<file path="config.mk">
export PLATFORM = sky130hd
export DESIGN_NAME = uart_rx_fifo_flat
export DESIGN_NICKNAME = d
export VERILOG_FILES = /design/src/rtl/uart_rx_fifo_if.sv /design/src/rtl/uart_rx_fifo.sv /design/src/flat_wrapper.sv
export SDC_FILE = /design/constraint.sdc
export NUM_CORES = 1
export LEC_CHECK = 0
export CAP_MARGIN = 20
export CELL_PAD_IN_SITES_DETAIL_PLACEMENT = 1
export CELL_PAD_IN_SITES_GLOBAL_PLACEMENT = 1
export CORE_MARGIN = 2
export CORE_UTILIZATION = 53
export DETAILED_ROUTE_END_ITERATION = 8
export PLACE_DENSITY_LB_ADDON = 0.25
export RECOVER_POWER = 25
export SETUP_SLACK_MARGIN = 0.3
export SLEW_MARGIN = 20
export SYNTH_ARGS = -nofsm -noshare
export SYNTH_HDL_FRONTEND = slang
export SYNTH_SLANG_ARGS = --single-unit
</file>
<file path="constraint.sdc">
create_clock -name clk -period 3.4 [get_ports clk]
set_input_delay 0.51 -clock clk [delete_from_list [all_inputs] [get_ports clk]]
set_output_delay 0.51 -clock clk [all_outputs]
set_load 0.05 [all_outputs]
</file>
<file path="src/rtl/uart_rx_fifo_if.sv">
// Consumer-side bus of the UART receiver: FIFO head word, occupancy and
// sticky error flags towards the consumer, pop and error-clear back.
//   data   head word, meaningful only while valid=1
//   valid  FIFO non-empty
//   ack    pop request, ignored while valid=0
//   count  FIFO occupancy
//   full   count equals FIFO depth
//   error  sticky flags [2] overrun, [1] parity, [0] framing
//   clear  synchronous clear of the error flags
interface uart_rx_fifo_if #(
  parameter int DW = 8,
  parameter int CW = 5
);
  logic [DW-1:0] data;
  logic          valid;
  logic          ack;
  logic [CW-1:0] count;
  logic          full;
  logic [2:0]    error;
  logic          clear;

  modport master (output data, valid, count, full, error, input ack, clear);
  modport slave  (input data, valid, count, full, error, output ack, clear);
endinterface

</file>
<file path="src/rtl/uart_rx_fifo.sv">
// Oversampling UART receiver with 3-sample majority vote, optional parity
// and a first-word-fall-through receive FIFO with sticky error reporting.
//   clk   main clock, rising edge
//   rstb  asynchronous active-low reset
//   rx    asynchronous serial line, idle high
//   rxIf  consumer bus (data/valid/ack/count/full/error/clear)
//
// state  | meaning
// IDLE   | waiting for a falling edge on the synchronised line
// START  | timing the start bit, false start returns to IDLE
// DATA   | collecting data bits, LSB first
// PARITY | checking the parity bit
// STOP   | checking stop bits, disposition after the last one
module uart_rx_fifo #(
  parameter int C_CLK_FRQ         = 100000000,
  parameter int C_UART_RATE       = 1000000,
  parameter int C_UART_DATA_WIDTH = 8,
  parameter int C_UART_PARITY     = 1,
  parameter int C_UART_STOP       = 2,
  parameter int C_OVERSAMPLE      = 10,
  parameter int C_FIFO_DEPTH      = 16
) (
  input logic             clk,
  input logic             rstb,
  input logic             rx,
  uart_rx_fifo_if.master  rxIf
);

  localparam int C_TICK_DIV = C_CLK_FRQ / (C_UART_RATE * C_OVERSAMPLE);
  localparam int C_TW = (C_TICK_DIV > 2) ? $clog2(C_TICK_DIV) : 1;
  localparam int C_SW = $clog2(C_OVERSAMPLE + 1);
  localparam int C_BW = $clog2(C_UART_DATA_WIDTH);
  localparam int C_PW = $clog2(C_FIFO_DEPTH);
  localparam int C_CW = C_PW + 1;

  localparam logic [C_TW-1:0] C_TICK_LOAD = C_TW'(C_TICK_DIV - 1);
  localparam logic [C_SW-1:0] C_S_LO      = C_SW'(C_OVERSAMPLE / 2 - 1);
  localparam logic [C_SW-1:0] C_S_MID     = C_SW'(C_OVERSAMPLE / 2);
  localparam logic [C_SW-1:0] C_S_HI      = C_SW'(C_OVERSAMPLE / 2 + 1);
  localparam logic [C_SW-1:0] C_S_LAST    = C_SW'(C_OVERSAMPLE);
  localparam logic [C_BW-1:0] C_DATA_LAST = C_BW'(C_UART_DATA_WIDTH - 1);
  localparam logic [C_BW-1:0] C_STOP_LAST = C_BW'(C_UART_STOP - 1);
  localparam logic [C_CW-1:0] C_FULL_CNT  = C_CW'(C_FIFO_DEPTH);
  localparam logic            C_ODD       = (C_UART_PARITY == 2);

  if (C_TICK_DIV < 2) begin : gChkDiv
    $error("uart_rx_fifo: clk per sample tick must be at least 2");
  end
  if ((C_OVERSAMPLE < 4) || (C_OVERSAMPLE % 2 != 0)) begin : gChkOs
    $error("uart_rx_fifo: oversample must be even and at least 4");
  end
  if ((1 << C_PW) != C_FIFO_DEPTH || C_FIFO_DEPTH < 2) begin : gChkDepth
    $error("uart_rx_fifo: FIFO depth must be a power of 2, at least 2");
  end

  typedef enum logic [2:0] {IDLE, START, DATA, PARITY, STOP} stateT;

  stateT                        state;
  logic                         rxS1, rxS2, rxS3;
  logic [1:0]                   syncOk;
  logic                         armed;
  logic [C_TW-1:0]              tickCnt;
  logic [C_SW-1:0]              smpIdx;
  logic                         onTick;
  logic [1:0]                   smp;
  logic [C_BW-1:0]              bitCnt;
  logic [C_UART_DATA_WIDTH-1:0] shReg;
  logic                         parBad, frmBad;
  logic                         doneVld, doneFrm, donePar;
  logic                         rxFall, decide, maj;

  // armed blocks the reset value of the synchroniser from faking an edge
  // when the line is still low after reset release.
  assign rxFall = armed & rxS3 & ~rxS2;
  // smpIdx is the 1-based tick number within the bit; tick 1 sits on the
  // bit boundary, and onTick marks the clock following each tick.
  assign decide = onTick & (smpIdx == C_S_HI);
  assign maj    = (smp[0] & smp[1]) | (rxS2 & (smp[0] | smp[1]));

  always_ff @(posedge clk or negedge rstb) begin
    if (!rstb) begin
      rxS1    <= 1'b1;
      rxS2    <= 1'b1;
      rxS3    <= 1'b1;
      syncOk  <= '0;
      armed   <= 1'b0;
      state   <= IDLE;
      tickCnt <= '0;
      smpIdx  <= '0;
      onTick  <= 1'b0;
      smp     <= '0;
      bitCnt  <= '0;
      shReg   <= '0;
      parBad  <= 1'b0;
      frmBad  <= 1'b0;
      doneVld <= 1'b0;
      doneFrm <= 1'b0;
      donePar <= 1'b0;
    end else begin
      rxS1    <= rx;
      rxS2    <= rxS1;
      rxS3    <= rxS2;
      syncOk  <= {syncOk[0], 1'b1};
      armed   <= armed | (syncOk[1] & rxS2);
      doneVld <= 1'b0;

      if (state == IDLE) begin
        onTick <= 1'b0;
      end else if (tickCnt == '0) begin
        tickCnt <= C_TICK_LOAD;
        smpIdx  <= (smpIdx == C_S_LAST) ? C_SW'(1) : smpIdx + 1'b1;
        onTick  <= 1'b1;
      end else begin
        tickCnt <= tickCnt - 1'b1;
        onTick  <= 1'b0;
      end

      if (onTick && smpIdx == C_S_LO)  smp[0] <= rxS2;
      if (onTick && smpIdx == C_S_MID) smp[1] <= rxS2;

      case (state)
        IDLE: if (rxFall) begin
          state   <= START;
          tickCnt <= C_TICK_LOAD;
          smpIdx  <= C_SW'(1);
          onTick  <= 1'b1;
          bitCnt  <= '0;
          parBad  <= 1'b0;
          frmBad  <= 1'b0;
        end
        START: if (decide) state <= maj ? IDLE : DATA;
        DATA: if (decide) begin
          shReg <= {maj, shReg[C_UART_DATA_WIDTH-1:1]};
          if (bitCnt == C_DATA_LAST) begin
            bitCnt <= '0;
            state  <= (C_UART_PARITY != 0) ? PARITY : STOP;
          end else begin
            bitCnt <= bitCnt + 1'b1;
          end
        end
        PARITY: if (decide) begin
          parBad <= (^shReg) ^ maj ^ C_ODD;
          state  <= STOP;
        end
        STOP: if (decide) begin
          frmBad <= frmBad | ~maj;
          if (bitCnt == C_STOP_LAST) begin
            state   <= IDLE;
            doneVld <= 1'b1;
            doneFrm <= frmBad | ~maj;
            donePar <= parBad;
          end else begin
            bitCnt <= bitCnt + 1'b1;
          end
        end
        default: state <= IDLE;
      endcase
    end
  end

  logic [C_UART_DATA_WIDTH-1:0] mem [C_FIFO_DEPTH];
  logic [C_PW-1:0]              wrPtr, rdPtr;
  logic [C_CW-1:0]              count;
  logic [2:0]                   err, newErr;
  logic                         full, valid, pop, push, frameOk;

  assign full    = (count == C_FULL_CNT);
  assign valid   = (count != '0);
  assign pop     = valid & rxIf.ack;
  assign frameOk = doneVld & ~doneFrm & ~donePar;
  // a pop in the same cycle frees the slot, so a full FIFO still accepts
  assign push    = frameOk & (~full | pop);
  assign newErr  = {frameOk & full & ~pop,
                    doneVld & ~doneFrm & donePar,
                    doneVld & doneFrm};

  always_ff @(posedge clk) begin
    if (push) mem[wrPtr] <= shReg;
  end

  always_ff @(posedge clk or negedge rstb) begin
    if (!rstb) begin
      wrPtr <= '0;
      rdPtr <= '0;
      count <= '0;
      err   <= '0;
    end else begin
      if (push) wrPtr <= wrPtr + 1'b1;
      if (pop)  rdPtr <= rdPtr + 1'b1;
      case ({push, pop})
        2'b10:   count <= count + 1'b1;
        2'b01:   count <= count - 1'b1;
        default: count <= count;
      endcase
      err <= (rxIf.clear ? 3'b000 : err) | newErr;
    end
  end

  // memory is not reset, so the head word is forced to 0 while empty
  assign rxIf.data  = valid ? mem[rdPtr] : '0;
  assign rxIf.valid = valid;
  assign rxIf.count = count;
  assign rxIf.full  = full;
  assign rxIf.error = err;

endmodule
</file>
<file path="src/flat_wrapper.sv">
// flat-port wrapper written by rule: the top's interface ports become plain ports
module uart_rx_fifo_flat 
#(
  parameter int C_CLK_FRQ         = 100000000,
  parameter int C_UART_RATE       = 1000000,
  parameter int C_UART_DATA_WIDTH = 8,
  parameter int C_UART_PARITY     = 1,
  parameter int C_UART_STOP       = 2,
  parameter int C_OVERSAMPLE      = 10,
  parameter int C_FIFO_DEPTH      = 16
)
  (clk, rstb, rx, rxIf_data, rxIf_valid, rxIf_count, rxIf_full, rxIf_error, rxIf_ack, rxIf_clear);
  uart_rx_fifo_if rxIf_i ();
  input logic clk;
  input logic rstb;
  input logic rx;
  output wire logic [$bits(rxIf_i.data)-1:0] rxIf_data;
  output wire logic [$bits(rxIf_i.valid)-1:0] rxIf_valid;
  output wire logic [$bits(rxIf_i.count)-1:0] rxIf_count;
  output wire logic [$bits(rxIf_i.full)-1:0] rxIf_full;
  output wire logic [$bits(rxIf_i.error)-1:0] rxIf_error;
  input wire logic [$bits(rxIf_i.ack)-1:0] rxIf_ack;
  input wire logic [$bits(rxIf_i.clear)-1:0] rxIf_clear;
  assign rxIf_data = rxIf_i.data;
  assign rxIf_valid = rxIf_i.valid;
  assign rxIf_count = rxIf_i.count;
  assign rxIf_full = rxIf_i.full;
  assign rxIf_error = rxIf_i.error;
  assign rxIf_i.ack = rxIf_ack;
  assign rxIf_i.clear = rxIf_clear;
  uart_rx_fifo #(.C_CLK_FRQ(C_CLK_FRQ), .C_UART_RATE(C_UART_RATE), .C_UART_DATA_WIDTH(C_UART_DATA_WIDTH), .C_UART_PARITY(C_UART_PARITY), .C_UART_STOP(C_UART_STOP), .C_OVERSAMPLE(C_OVERSAMPLE), .C_FIFO_DEPTH(C_FIFO_DEPTH)) u_core (.clk(clk), .rstb(rstb), .rx(rx), .rxIf(rxIf_i));
endmodule
</file>
==> metrics.txt <==
status finished with violations; Critical-path top delay cell mux4_1; synth unique cells 54; GRT busiest layer met2; # setup viols final 0; Longest Clk Path Bufs 2; PnR worst setup slack around 0.35 ns; flops & latches, synth 180; Clk Latency, worst-skew pair 0.44 ns; Hold Crit Class reg2reg; share of cells above drive strength 1 21.72%; period utilization 89.62%; Rows 43; startpoint types flop; detailed placer's ending HPWL 10,960 um; Setup crit end kind primary output; GR Layer Usage met3 5.551%; Post-Syn Instances 440; Worst R2R Path Depth 11; input/output buffers 22; post-detailed-route wirelength per cell about 25 um; Max Cap Violations 1; Final min period 3.047 ns; CTS Sinks 180; vias in the first global route 4,527; drt pass-1 iters 4; CTS tree done; final hold violation count 0; GR met1 Demand/Resource a little under a third; Fmax 0.3282 GHz; Static Leak 3.269 nW; IO Count 23; clk_skew 0.01086 ns; 1st-iter DRT viols 276; RSZ-0062 raised after global routing yes; # nets final 491; Max FO, Critical Path 23; die area between 15,000 and 20,000 um^2; largest net degree at the start of global routing 44; Mean Syn Cell Area 17.41 um^2; Die Y-Extent 124.2 um; critical path class reg2out; initial core utilization 54.75%; hold path cells 0; sequential share of the synthesized area 67.23%; GRT met2 Usage 38.03%; # fillers 1,228; failing checks capacitance limit, slew limit; fraction of registers with async set/reset between 20% and 30%; PD cells 715.5 nW/um^2; clock-pin slew on the worst setup and hold paths 0.07 ns; Routed Antenna Nets 0; global-route wire length before repair between 20,000 and 30,000 um; EDFF count, synth 128; Synth-to-Final Area Change 14.39%; Crit path largest cell delay 0.61 ns; Post-Syn Area 7659 um^2; Place WS about 0.37 ns; Total Routing Usage GR 23.24%; Max-slew headroom -59.77%; yosys warns 0; # Post-CTS Setup Buffers 0; VDD IR max 0.0004882 V; Remaining DRCs 0; die width 124.2 um; clock buffer count from CTS 17; Core ar. 13,990 um^2; total number of H-tree levels 4; crit-path cells buf_12, mux4_1, mux4_2, nor2b_4, buf_4; Vias 4,008; Hold Buf Count CTS 0; syn nets 456; CP required 2.89 ns; FF+latch area a little over 5000 um^2; global placement routability congestion a little under 0.8; via-per-instance ratio 6.000; # resized after CTS 0; crit path DAT between 2 and 3 ns; initial antenna violation count 0; final wirelength 16,500 um; worst-margin pin slew roughly 2.4 ns; Synth Flop Type edfxtp_1; Slew Viols, Final 44; CTS root buf clkbuf_16; setup TNS 0 ns; combined area of the multi-input logic cells 2338 um^2; ant diodes 0; global route total overflow 0
[worst paths after layout]
kind                                           start                   end  slack [ns]
min in group asynchronous                       rstb      u_core.syncOk[0]        0.80
worst max-delay path                 u_core.rdPtr[0]          rxIf_data[7]        0.35
worst min-delay path                u_core.syncOk[0]      u_core.syncOk[1]        0.36
max in group asynchronous                       rstb       u_core.rdPtr[0]        1.05
worst max register to register  u_core.rxIf.count[1]  u_core.rxIf.count[4]        0.54
worst min register to register      u_core.syncOk[0]      u_core.syncOk[1]        0.36
[layer usage]
layer | up-vias | wire [um]
met1 | 2107 | 7000
met5 | - | 0
li1 | 1767 | -
met4 | 0 | 397
met3 | 31 | 726
met2 | 103 | 8372
[final cells by class]
type	count	area share, %
Timing Repair Buffer	36	3.770
Clock buffer	17	4.856
Sequential cell	180	58.78
Clock inverter	15	2.685
Multi-Input combinational cell	225	26.69
Inverter	15	0.6427
Tap cell	180	2.571
[synth_stat cells, types with 9 or more instances]
library cell	instances	share of area (%)
ha_1	11	1.8
clkbuf_1	11	0.54
a21oi_1	9	0.59
o21ai_0	9	0.59
mux4_2	24	7.1
nand2_1	14	0.69
mux2_2	11	1.6
dfrtp_1	49	16
mux4_1	16	5.5
inv_1	15	0.74
nor2_1	24	1.2
edfxtp_1	128	50
xnor2_1	14	1.6
[critical path, delay by kind of cell (launching register included)]
| kind | cells | cell delay, ns |
|---|---|---|
| muxes | 2 | 1.13 |
| buffers and inverters | 2 | 0.41 |
| DFF | 1 | 0.40 |
| and+or+nand+nor | 1 | 0.15 |
[sequential cells by signal, summed over array words and instances (netlist names), 2 cells and up]
name	count
u_core.wrPtr	4
u_core.rdPtr	4
u_core.bitCnt	3
u_core.syncOk	2
u_core.tickCnt	4
u_core.smp	2
u_core.shReg	8
u_core.state	3
u_core.rxIf.error	3
u_core.smpIdx	4
u_core.rxIf.count	5
u_core.mem	128
[cells in the final DEF (no fill, tap or decap), types with 6 or more instances in the layout]
cell             count
edfxtp_1           128
dfrtp_1             48
mux4_2              24
nor2_1              24
buf_4               19
clkbuf_16           17
mux4_1              16
inv_1               14
nand2_1             14
xnor2_1             14
mux2_2              11
ha_1                10
clkdlybuf4s50_1     10
o21ai_0              9
a21oi_1              9
nor2b_4              8
and2_1               8
xor2_1               7
nand3b_1             7
nand3_1              6
mux2_1               6
bufinv_16            6
[per-stage QoR]
stage	hold WS (ns)	area [um^2]	power, mW	std cells	util [%]
floorplan	0.2144	7659	3.779	440	-
global placement	0.3326	8087	4.045	636	57.81
detailed placement	0.3451	8087	4.132	636	57.81
CTS	0.2736	8747	6.318	668	62.53
global route	0.3687	8761	6.541	668	62.63
finish	0.3573	8761	6.268	668	62.63
[cell families after synthesis]
| group | count (synthesis) | synth area share, % |
|---|---|---|
| fa+ha+maj | 12 | 1.928 |
| flops | 180 | 67.23 |
| compound gates | 34 | 2.826 |
| simple gates | 99 | 8.038 |
| xor+xnor | 21 | 2.402 |
| buf+inv | 35 | 2.353 |
| other cells | 1 | 0.04896 |
| mux | 58 | 15.18 |
[report_power, final]
| group | internal (mW) | total [mW] | switching (mW) |
|---|---|---|---|
| registers | 2.47 | 2.73 | 0.260 |
| clock network | 1.37 | 2.18 | 0.810 |
| logic | 0.623 | 1.36 | 0.735 |
(Power assumes the default switching activity.)
